[src/rtl/tmds_rx_fifo_sched_if.sv]
// -----------------------------------------------------------------------------
// tmds_rx_fifo_sched_if
// Read-side bundle of the two first-word-fall-through FIFOs feeding the TMDS
// receive scheduler: the 29-bit video FIFO and the 35-bit aux FIFO.
//
// Signals
//   video_dout  [28:0]  video FIFO head word ([28:27] x-seg, [26:16] line, [15:0] pixel)
//   video_empty         video FIFO empty (head valid while low)
//   video_rd_en         video FIFO pop
//   aux_dout    [34:0]  aux FIFO head word ([34:24] line, [8:0] aux symbol)
//   aux_empty           aux FIFO empty
//   aux_rd_en           aux FIFO pop
//
// Modports
//   master : the scheduler (consumes head words, drives the pops)
//   slave  : the FIFO side (drives head words and empty flags)
// -----------------------------------------------------------------------------
interface tmds_rx_fifo_sched_if;
    logic [28:0] video_dout;
    logic        video_empty;
    logic        video_rd_en;
    logic [34:0] aux_dout;
    logic        aux_empty;
    logic        aux_rd_en;

    modport master (
        input  video_dout, video_empty, aux_dout, aux_empty,
        output video_rd_en, aux_rd_en
    );

    modport slave (
        output video_dout, video_empty, aux_dout, aux_empty,
        input  video_rd_en, aux_rd_en
    );
endinterface

[src/rtl/tmds_rx_fifo_sched.sv]
// -----------------------------------------------------------------------------
// tmds_rx_fifo_sched
// pclk-side read scheduler for the GMII->TMDS receive path. Pops the video and
// aux FIFOs in step with local TMDS timing: each video line is aligned to the
// local line counter (stale words are discarded, early words make the line
// wait), and aux symbols are streamed only during blanking.
//
// Ports
//   pclk_i       TMDS pixel clock (sole clock)
//   tmds_rst_i   asynchronous reset, active-high
//   hsync_i      local timing hsync
//   vsync_i      local timing vsync
//   vde_i        local active-video enable
//   fifo_if      video/aux FIFO read bundle (master modport)
//   video_o      registered pixel, BLACK when the delayed vde is low
//   video_de_o   vde delayed by one cycle
//   aux_o        last popped aux symbol
//   aux_valid_o  aux_o was popped in the previous cycle
//   line_cnt_o   local line counter
//   drop_cnt_o   saturating count of discarded stale video words
//   underrun_o   sticky: video FIFO empty on a streaming vde cycle
// -----------------------------------------------------------------------------
module tmds_rx_fifo_sched #(
    parameter int unsigned DROP_MAX = 64,
    parameter int unsigned AUX_MAX  = 32,
    parameter logic [15:0] BLACK    = 16'h0000
) (
    input  logic                  pclk_i,
    input  logic                  tmds_rst_i,
    input  logic                  hsync_i,
    input  logic                  vsync_i,
    input  logic                  vde_i,
    tmds_rx_fifo_sched_if.master  fifo_if,
    output logic [15:0]           video_o,
    output logic                  video_de_o,
    output logic [8:0]            aux_o,
    output logic                  aux_valid_o,
    output logic [10:0]           line_cnt_o,
    output logic [15:0]           drop_cnt_o,
    output logic                  underrun_o
);
    localparam int unsigned DB_W = $clog2(DROP_MAX + 1);
    localparam int unsigned AB_W = $clog2(AUX_MAX + 1);

    typedef enum logic [2:0] {
        S_IDLE, S_ALIGN, S_READY, S_STREAM, S_WAIT
    } state_t;

    state_t          state_q, state_d;

    logic            hs_q, vs_q, vde_q;
    logic            hs_rise, vs_rise, vde_rise, vde_fall;

    logic [10:0]     line_cnt_q, line_cnt_d;
    logic [15:0]     drop_cnt_q, drop_cnt_d;
    logic [DB_W-1:0] drop_bud_q, drop_bud_d;
    logic [AB_W-1:0] aux_bud_q, aux_bud_d;
    logic [15:0]     video_q, video_d;
    logic            video_de_q;
    logic [8:0]      aux_q, aux_d;
    logic            aux_valid_q;
    logic            underrun_q, underrun_d;

    logic [10:0]     line_diff;
    logic            line_match, line_stale;
    logic            vid_pop, drop_en, px_load, px_under, aux_pop;

    // Line fields of the aux words and the x-segment are not used here.
    logic            unused_bits;
    assign unused_bits = ^{fifo_if.video_dout[28:27], fifo_if.aux_dout[34:9]};

    function automatic logic [15:0] sat_inc16(input logic [15:0] v);
        return (v == 16'hFFFF) ? v : v + 16'd1;
    endfunction

    assign hs_rise  = hsync_i & ~hs_q;
    assign vs_rise  = vsync_i & ~vs_q;
    assign vde_rise = vde_i & ~vde_q;
    assign vde_fall = ~vde_i & vde_q;

    // Modular distance from the head word's line to the local line: the lower
    // half of the circle is "behind us" (stale), the upper half is "ahead".
    assign line_diff  = line_cnt_q - fifo_if.video_dout[26:16];
    assign line_match = (line_diff == 11'd0);
    assign line_stale = ~line_match & ~line_diff[10];

    // FSM state register
    always_ff @(posedge pclk_i or posedge tmds_rst_i) begin
        if (tmds_rst_i) state_q <= S_IDLE;
        else            state_q <= state_d;
    end

    // FSM next state
    always_comb begin
        state_d = state_q;
        case (state_q)
            S_IDLE:   if (hs_rise) state_d = S_ALIGN;
            S_ALIGN: begin
                if (vde_i) begin
                    state_d = S_WAIT;
                end else if (!fifo_if.video_empty) begin
                    if (line_match)                   state_d = S_READY;
                    else if (!line_stale)             state_d = S_WAIT;
                    else if (drop_bud_q <= DB_W'(1))  state_d = S_WAIT;
                end
            end
            S_READY:  if (vde_rise) state_d = S_STREAM;
            S_STREAM,
            S_WAIT:   if (vde_fall) state_d = S_IDLE;
            default:  state_d = S_IDLE;
        endcase
        // Frame start resynchronises everything.
        if (vs_rise) state_d = S_IDLE;
    end

    // FSM outputs: video pops, drops and pixel source selection
    always_comb begin
        vid_pop  = 1'b0;
        drop_en  = 1'b0;
        px_load  = 1'b0;
        px_under = 1'b0;
        case (state_q)
            S_ALIGN: begin
                if (!vde_i && !fifo_if.video_empty && line_stale) begin
                    vid_pop = 1'b1;
                    drop_en = 1'b1;
                end
            end
            // The vde rise cycle in READY is already the first pixel of the line.
            S_READY, S_STREAM: begin
                if ((state_q == S_READY) ? vde_rise : vde_i) begin
                    if (!fifo_if.video_empty) begin
                        vid_pop = 1'b1;
                        px_load = 1'b1;
                    end else begin
                        px_under = 1'b1;
                    end
                end
            end
            default: ;
        endcase
    end

    assign aux_pop = ~vde_i & ~fifo_if.aux_empty & (aux_bud_q != '0) &
                     (state_q != S_ALIGN);

    assign fifo_if.video_rd_en = vid_pop;
    assign fifo_if.aux_rd_en   = aux_pop;

    // Datapath next state
    always_comb begin
        line_cnt_d = line_cnt_q;
        if (vs_rise)       line_cnt_d = 11'd0;
        else if (vde_fall) line_cnt_d = line_cnt_q + 11'd1;

        drop_cnt_d = drop_en ? sat_inc16(drop_cnt_q) : drop_cnt_q;

        drop_bud_d = drop_bud_q;
        if (state_q == S_IDLE && hs_rise) drop_bud_d = DB_W'(DROP_MAX);
        else if (drop_en)                 drop_bud_d = drop_bud_q - DB_W'(1);

        aux_bud_d = aux_bud_q;
        if (vde_rise)     aux_bud_d = AB_W'(AUX_MAX);
        else if (aux_pop) aux_bud_d = aux_bud_q - AB_W'(1);

        video_d    = px_load ? fifo_if.video_dout[15:0] : BLACK;
        aux_d      = aux_pop ? fifo_if.aux_dout[8:0] : aux_q;
        underrun_d = underrun_q | px_under;
    end

    // Edge-detect, counters and output registers
    always_ff @(posedge pclk_i or posedge tmds_rst_i) begin
        if (tmds_rst_i) begin
            hs_q        <= 1'b0;
            vs_q        <= 1'b0;
            vde_q       <= 1'b0;
            line_cnt_q  <= 11'd0;
            drop_cnt_q  <= 16'd0;
            drop_bud_q  <= DB_W'(DROP_MAX);
            aux_bud_q   <= AB_W'(AUX_MAX);
            video_q     <= 16'd0;
            video_de_q  <= 1'b0;
            aux_q       <= 9'd0;
            aux_valid_q <= 1'b0;
            underrun_q  <= 1'b0;
        end else begin
            hs_q        <= hsync_i;
            vs_q        <= vsync_i;
            vde_q       <= vde_i;
            line_cnt_q  <= line_cnt_d;
            drop_cnt_q  <= drop_cnt_d;
            drop_bud_q  <= drop_bud_d;
            aux_bud_q   <= aux_bud_d;
            video_q     <= video_d;
            video_de_q  <= vde_i;
            aux_q       <= aux_d;
            aux_valid_q <= aux_pop;
            underrun_q  <= underrun_d;
        end
    end

    assign video_o     = video_q;
    assign video_de_o  = video_de_q;
    assign aux_o       = aux_q;
    assign aux_valid_o = aux_valid_q;
    assign line_cnt_o  = line_cnt_q;
    assign drop_cnt_o  = drop_cnt_q;
    assign underrun_o  = underrun_q;
endmodule
[src/flat_wrapper.sv]
// flat-port wrapper written by rule: the top's interface ports become plain ports
module tmds_rx_fifo_sched_flat 
#(
    parameter int unsigned DROP_MAX = 64,
    parameter int unsigned AUX_MAX  = 32,
    parameter logic [15:0] BLACK    = 16'h0000
)
  (pclk_i, tmds_rst_i, hsync_i, vsync_i, vde_i, video_o, video_de_o, aux_o, aux_valid_o, line_cnt_o, drop_cnt_o, underrun_o, fifo_if_video_dout, fifo_if_video_empty, fifo_if_aux_dout, fifo_if_aux_empty, fifo_if_video_rd_en, fifo_if_aux_rd_en);
  tmds_rx_fifo_sched_if fifo_if_i ();
  input  logic pclk_i;
  input  logic tmds_rst_i;
  input  logic hsync_i;
  input  logic vsync_i;
  input  logic vde_i;
  output logic [15:0] video_o;
  output logic video_de_o;
  output logic [8:0] aux_o;
  output logic aux_valid_o;
  output logic [10:0] line_cnt_o;
  output logic [15:0] drop_cnt_o;
  output logic underrun_o;
  input wire logic [$bits(fifo_if_i.video_dout)-1:0] fifo_if_video_dout;
  input wire logic [$bits(fifo_if_i.video_empty)-1:0] fifo_if_video_empty;
  input wire logic [$bits(fifo_if_i.aux_dout)-1:0] fifo_if_aux_dout;
  input wire logic [$bits(fifo_if_i.aux_empty)-1:0] fifo_if_aux_empty;
  output wire logic [$bits(fifo_if_i.video_rd_en)-1:0] fifo_if_video_rd_en;
  output wire logic [$bits(fifo_if_i.aux_rd_en)-1:0] fifo_if_aux_rd_en;
  assign fifo_if_i.video_dout = fifo_if_video_dout;
  assign fifo_if_i.video_empty = fifo_if_video_empty;
  assign fifo_if_i.aux_dout = fifo_if_aux_dout;
  assign fifo_if_i.aux_empty = fifo_if_aux_empty;
  assign fifo_if_video_rd_en = fifo_if_i.video_rd_en;
  assign fifo_if_aux_rd_en = fifo_if_i.aux_rd_en;
  tmds_rx_fifo_sched #(.DROP_MAX(DROP_MAX), .AUX_MAX(AUX_MAX), .BLACK(BLACK)) u_core (.pclk_i(pclk_i), .tmds_rst_i(tmds_rst_i), .hsync_i(hsync_i), .vsync_i(vsync_i), .vde_i(vde_i), .fifo_if(fifo_if_i), .video_o(video_o), .video_de_o(video_de_o), .aux_o(aux_o), .aux_valid_o(aux_valid_o), .line_cnt_o(line_cnt_o), .drop_cnt_o(drop_cnt_o), .underrun_o(underrun_o));
endmodule
[config.mk]
export PLATFORM = sky130hd
export DESIGN_NAME = tmds_rx_fifo_sched_flat
export DESIGN_NICKNAME = d
export VERILOG_FILES = /design/src/rtl/tmds_rx_fifo_sched_if.sv /design/src/rtl/tmds_rx_fifo_sched.sv /design/src/flat_wrapper.sv
export SDC_FILE = /design/constraint.sdc
export NUM_CORES = 1
export LEC_CHECK = 0
export CAP_MARGIN = 5
export CORE_MARGIN = 4
export CORE_UTILIZATION = 42
export CTS_CLUSTER_SIZE = 40
export DETAILED_ROUTE_END_ITERATION = 6
export MAX_ROUTING_LAYER = met4
export PLACE_DENSITY = 0.77
export SLEW_MARGIN = 40
export SYNTH_ARGS = -nofsm -noshare
export SYNTH_HDL_FRONTEND = slang
export SYNTH_SLANG_ARGS = --single-unit
export TNS_END_PERCENT = 30
[constraint.sdc]
create_clock -name pclk_i -period 3.05 [get_ports pclk_i]
set_clock_uncertainty 0.05 [all_clocks]
set_input_delay 0.61 -clock pclk_i [delete_from_list [all_inputs] [get_ports pclk_i]]
set_output_delay 0.61 -clock pclk_i [all_outputs]
set_load 0.005 [all_outputs]
==> impl_table.tex <==
\begin{tabular}{lr}
\hline
Metric & Value \\
\hline
\multicolumn{2}{l}{\textbf{Status}} \\
Violated checks & setup timing \\
Outcome & finished, violations left \\
\multicolumn{2}{l}{\textbf{Clock tree}} \\
Number of buffers created by CTS & 9 \\
CTS sink count & 73 \\
Clock network latency to the later pin of the worst-skew pair & 0.34 ns \\
Count of H-tree levels built during CTS & 3 \\
Clock tree from TritonCTS & built \\
Clock slew at reported path FFs & 0.08 ns \\
Clock root buffer & clkbuf\_8 \\
Max Buffers Root-to-Sink & 2 \\
\multicolumn{2}{l}{\textbf{Power and ir drop}} \\
Reg power frac & 41.6\% \\
Internal power of the cells & 2.14 mW \\
Sw Share & 31.7\% \\
Clock power frac & 26.6\% \\
Logic pwr share & 31.8\% \\
Net switching power & 0.992 mW \\
P per Cell Area & 543 mW/mm2 \\
Maximum vdd ir drop & 364 uV \\
Leakage & 2.65 nW \\
Overall Power & 3.13 mW \\
\multicolumn{2}{l}{\textbf{Yosys}} \\
Number of distinct standard cells referenced by the synthesized netlist & 53 \\
Synth Area in Compound Gates & 9.19\% \\
Synth async-reset ratio & 100\% \\
Largest family of logic cells by synthesized area & simple AND/OR/NAND/NOR gates \\
Top cell type by total area after synthesis & dfrtp\_1 \\
Post-Synthesis Net Count & 485 \\
Fraction of synthesized area in multiplexers & 1.41\% \\
Number of enable-type register cells in the synthesized netlist & 0 \\
Netlist area before placement & 0.00391 mm2 \\
Fraction of synthesized cell area in xor and xnor cells & 7.17\% \\
Post-synthesis sequential element count & 73 \\
Leading post-synthesis cells by cell area & dfrtp\_1, ha\_1, xnor2\_1, nand2\_1, nand4\_1 \\
Predominant post-synthesis flop cell & dfrtp\_1 \\
Cells after synthesis & 398 \\
Synth Area in Adders & 5.12\% \\
Share of Yosys cell area claimed by the top area cell type & 45.5\% \\
Number of warnings reported in the yosys synthesis log & 0 \\
Area share of and/or/nand/nor cells after synthesis & 26.3\% \\
Synthesized area per cell & 9.82 um2 \\
Sequential area share after synthesis & 46.8\% \\
\multicolumn{2}{l}{\textbf{Critical path}} \\
Type of destination of the critical path & output pin \\
Worst reg2reg path depth & 11 \\
Reg-to-reg critical path endpoint & u\_core.drop\_cnt\_o[1]\$\_DFFE\_PP0P\_ \\
Setup crit start kind & flop \\
Startpoint of the worst setup timing path & u\_core.line\_cnt\_o[1]\$\_DFFE\_PP0P\_ \\
Most frequent cell on the critical path & buf\_6 \\
Slowest cell delay on critical path & 0.45 ns \\
CP endpoint & fifo\_if\_video\_rd\_en \\
List of cells traversed by the critical path & ha\_4 > nor2b\_4 > o2111a\_2 > buf\_6 > buf\_6 > nor3\_4 > nor3\_2 > a2111o\_1 > nand3\_2 > nand2\_2 > buf\_2 \\
Worst flop-to-flop path startpoint & u\_core.line\_cnt\_o[1]\$\_DFFE\_PP0P\_ \\
Arrival time reported for the critical path endpoint & 2.66 ns \\
Max FO, Critical Path & 3 \\
CP max-delay cell & dfrtp\_2 \\
Internal reg-to-reg setup slack & 0.11 ns \\
Required time at the worst-slack endpoint & 2.39 ns \\
Class of the most critical setup path & reg2out \\
\multicolumn{2}{l}{\textbf{Route}} \\
Number of DRC violations after detailed routing & 0 \\
Routed WL & 10.2 mm \\
DR vias & 3500 \\
First-pass detailed-route iteration total & 4 \\
Via-per-instance ratio & 5.32 \\
Antenna viol nets, final & 0 \\
Initial drt markers & 226 \\
Per-cell routed wire length & 15.5 um \\
\multicolumn{2}{l}{\textbf{Placed design}} \\
Final RePlAce weighted congestion & 0.865 \\
Detailed placer's ending HPWL & 7.20 mm \\
Port Buffers & 99 \\
Worst setup slack after placement & -0.998 ns \\
Placed instance count & 633 \\
\multicolumn{2}{l}{\textbf{Floorplan}} \\
Chip Width & 104 um \\
Die H & 104 um \\
Placeable Area & 0.00889 mm2 \\
Initial Utilization & 43.9\% \\
Die Footprint & 0.0109 mm2 \\
FP Rows & 34 \\
I/O pin total & 128 \\
\multicolumn{2}{l}{\textbf{Timing}} \\
Setup ws final & -0.274 ns \\
Aggregate negative setup slack & -0.274 ns \\
Hold slack & 0.432 ns \\
Number of max-slew violations in the final report & 0 \\
Final worst-path cycle share & 109\% \\
Peak Freq & 0.301 GHz \\
Final-report hold violation count & 0 \\
Measured slew at the worst slew-check pin & 0.686 ns \\
Relative slew slack & 54.2\% \\
Min cycle time layout & 3.32 ns \\
Setup violations, final & 1 \\
RSZ-0062 raised after global routing & yes \\
\multicolumn{2}{l}{\textbf{Cells and area}} \\
Number of antenna diodes & 0 \\
Nets & 632 \\
Post-synthesis to final-layout area growth & 47.6\% \\
Share of final-layout standard cells stronger than drive strength 1 & 21.3\% \\
Post-layout instance count excluding filler cells & 658 \\
\multicolumn{2}{l}{\textbf{Global routing}} \\
Global router's overall resource usage & 19.7\% \\
First-pass GRT wire length & 16.9 mm \\
Overflow left after global routing & 0 \\
Initial antenna violation count & 0 \\
Number of global-route vias before repair & 3601 \\
Maximum number of pins on one net before global-route repair & 33 \\
\multicolumn{2}{l}{\textbf{Run}} \\
\# Max-Cap Violations & 0 \\
\multicolumn{2}{l}{\textbf{Worst hold path}} \\
Type of the tightest min-delay check & reg2reg \\
\hline
\end{tabular}
## critical path, delay by kind of cell, from the launching register on
family | cells | cell delay, ns
buffers and inverters | 3 | 0.35
AND/OR/NAND/NOR | 5 | 0.55
adder cells (fa/ha/maj) | 1 | 0.25
flip-flops | 1 | 0.45
AO/OA/AOI/OAI | 2 | 0.71
## metal layers
layer  routed length [um]  GRT usage (%)  part of all wire, %  vias to the layer above
met1                 4480           23.4                   44                     1705
met5                    0              -                    0                        -
met4                  140           5.79                  1.4                        0
met2                 5170           34.0                   51                       88
li1                     -              -                    -                     1696
met3                  419           3.54                  4.1                       11
## state kept, by name (all words and copies together) (netlist names)
name                flops
u_core.vde_q            1
u_core.drop_bud_q       7
u_core.drop_cnt_o      16
u_core.aux_o            9
u_core.aux_bud_q        6
u_core.underrun_o       1
u_core.line_cnt_o      11
u_core.video_o         16
u_core.aux_valid_o      1
u_core.vs_q             1
u_core.state_q          3
u_core.hs_q             1
## logic make-up (layout without fill, tap and decap cells)
group | count (synthesis) | count (layout)
xor gates and xnor gates | 32 | 32
adders and majority gates | 16 | 16
muxes | 5 | 5
DFF | 73 | 73
buffers and inverters | 35 | 187
and+or+nand+nor | 187 | 187
AOI/OAI and AO/OA | 50 | 50
## cell usage after synthesis (7+ instances only)
library cell / count
clkbuf_1: 8
xor2_1: 10
nand3_1: 14
and4_1: 7
xnor2_1: 22
ha_1: 16
nor2_1: 25
nand2_1: 45
dfrtp_1: 71
a21oi_1: 16
inv_1: 21
and3_1: 14
nand4_1: 20
nor4_1: 7
and2_1: 18
## power groups by stage
stage / Clock (mW) / Sequential (mW) / Combinational (mW)
floorplan: 0 / 1.30 / 0.518
global placement: 0 / 1.31 / 0.916
detailed placement: 0 / 1.31 / 0.964
CTS: 0.853 / 1.30 / 0.992
global route: 0.891 / 1.34 / 1.12
finish: 0.832 / 1.30 / 0.997
## timing repair
action / in CTS / in global routing
gates resized for setup: 43 / 11
endpoints found under the setup margin: 7 / 4
hold buffers: 0 / 0
pin swaps: 16 / 12
setup buffers: 6 / 3
## final cells by class
type,count,area [um2]
clock buffer,10,128
clock inverter,6,92.6
fill,715,3120
inverter,21,78.8
multi-input combinational,290,2120
sequential,73,1830
tap,108,135
timing repair buffer,150,1380
## through the flow
stage	area, um2	util (%)
after floorplan	3930	-
after global placement	5310	59.7
after detailed placement	5310	59.7
after CTS	5700	64.1
after global routing	5770	64.9
final	5770	64.9
## layout by cell type (no fill, tap or decap), types with 5 or more instances in the layout
master           instances
a21o_1                   5
and4_1                   7
o21ai_0                  6
ha_1                     7
nand3_1                 12
inv_1                   12
xor2_1                  10
inv_2                    9
xnor2_1                 22
dfrtp_1                 70
ha_4                     8
clkdlybuf4s50_1         89
nand4_1                 20
nor2b_1                  5
and3_1                  13
nor2_1                  24
dlygate4sd2_1            6
a21oi_1                 15
nand2_1                 44
and2_1                  18
buf_4                   47
clkbuf_8                 9
## how the worst min path moves through the flow
| stage | end | startpoint | depth (start not counted) | slack (ns) |
|---|---|---|---|---|
| 2_1_floorplan | u_core.underrun_o$_DFF_PP0_ | u_core.underrun_o$_DFF_PP0_ | 1 | 0.40 |
| 3_3_place_gp | u_core.aux_o[0]$_DFFE_PP0P_ | u_core.aux_o[0]$_DFFE_PP0P_ | 2 | 0.41 |
| 3_5_place_dp | u_core.aux_o[5]$_DFFE_PP0P_ | u_core.aux_o[5]$_DFFE_PP0P_ | 2 | 0.42 |
| 4_1_cts | u_core.aux_o[5]$_DFFE_PP0P_ | u_core.aux_o[5]$_DFFE_PP0P_ | 2 | 0.44 |
| 5_1_grt | u_core.aux_o[5]$_DFFE_PP0P_ | u_core.aux_o[5]$_DFFE_PP0P_ | 2 | 0.46 |
| 6_report | u_core.aux_o[1]$_DFFE_PP0P_ | u_core.aux_o[1]$_DFFE_PP0P_ | 2 | 0.43 |
Note: power is estimated with default switching activity, not from simulation.
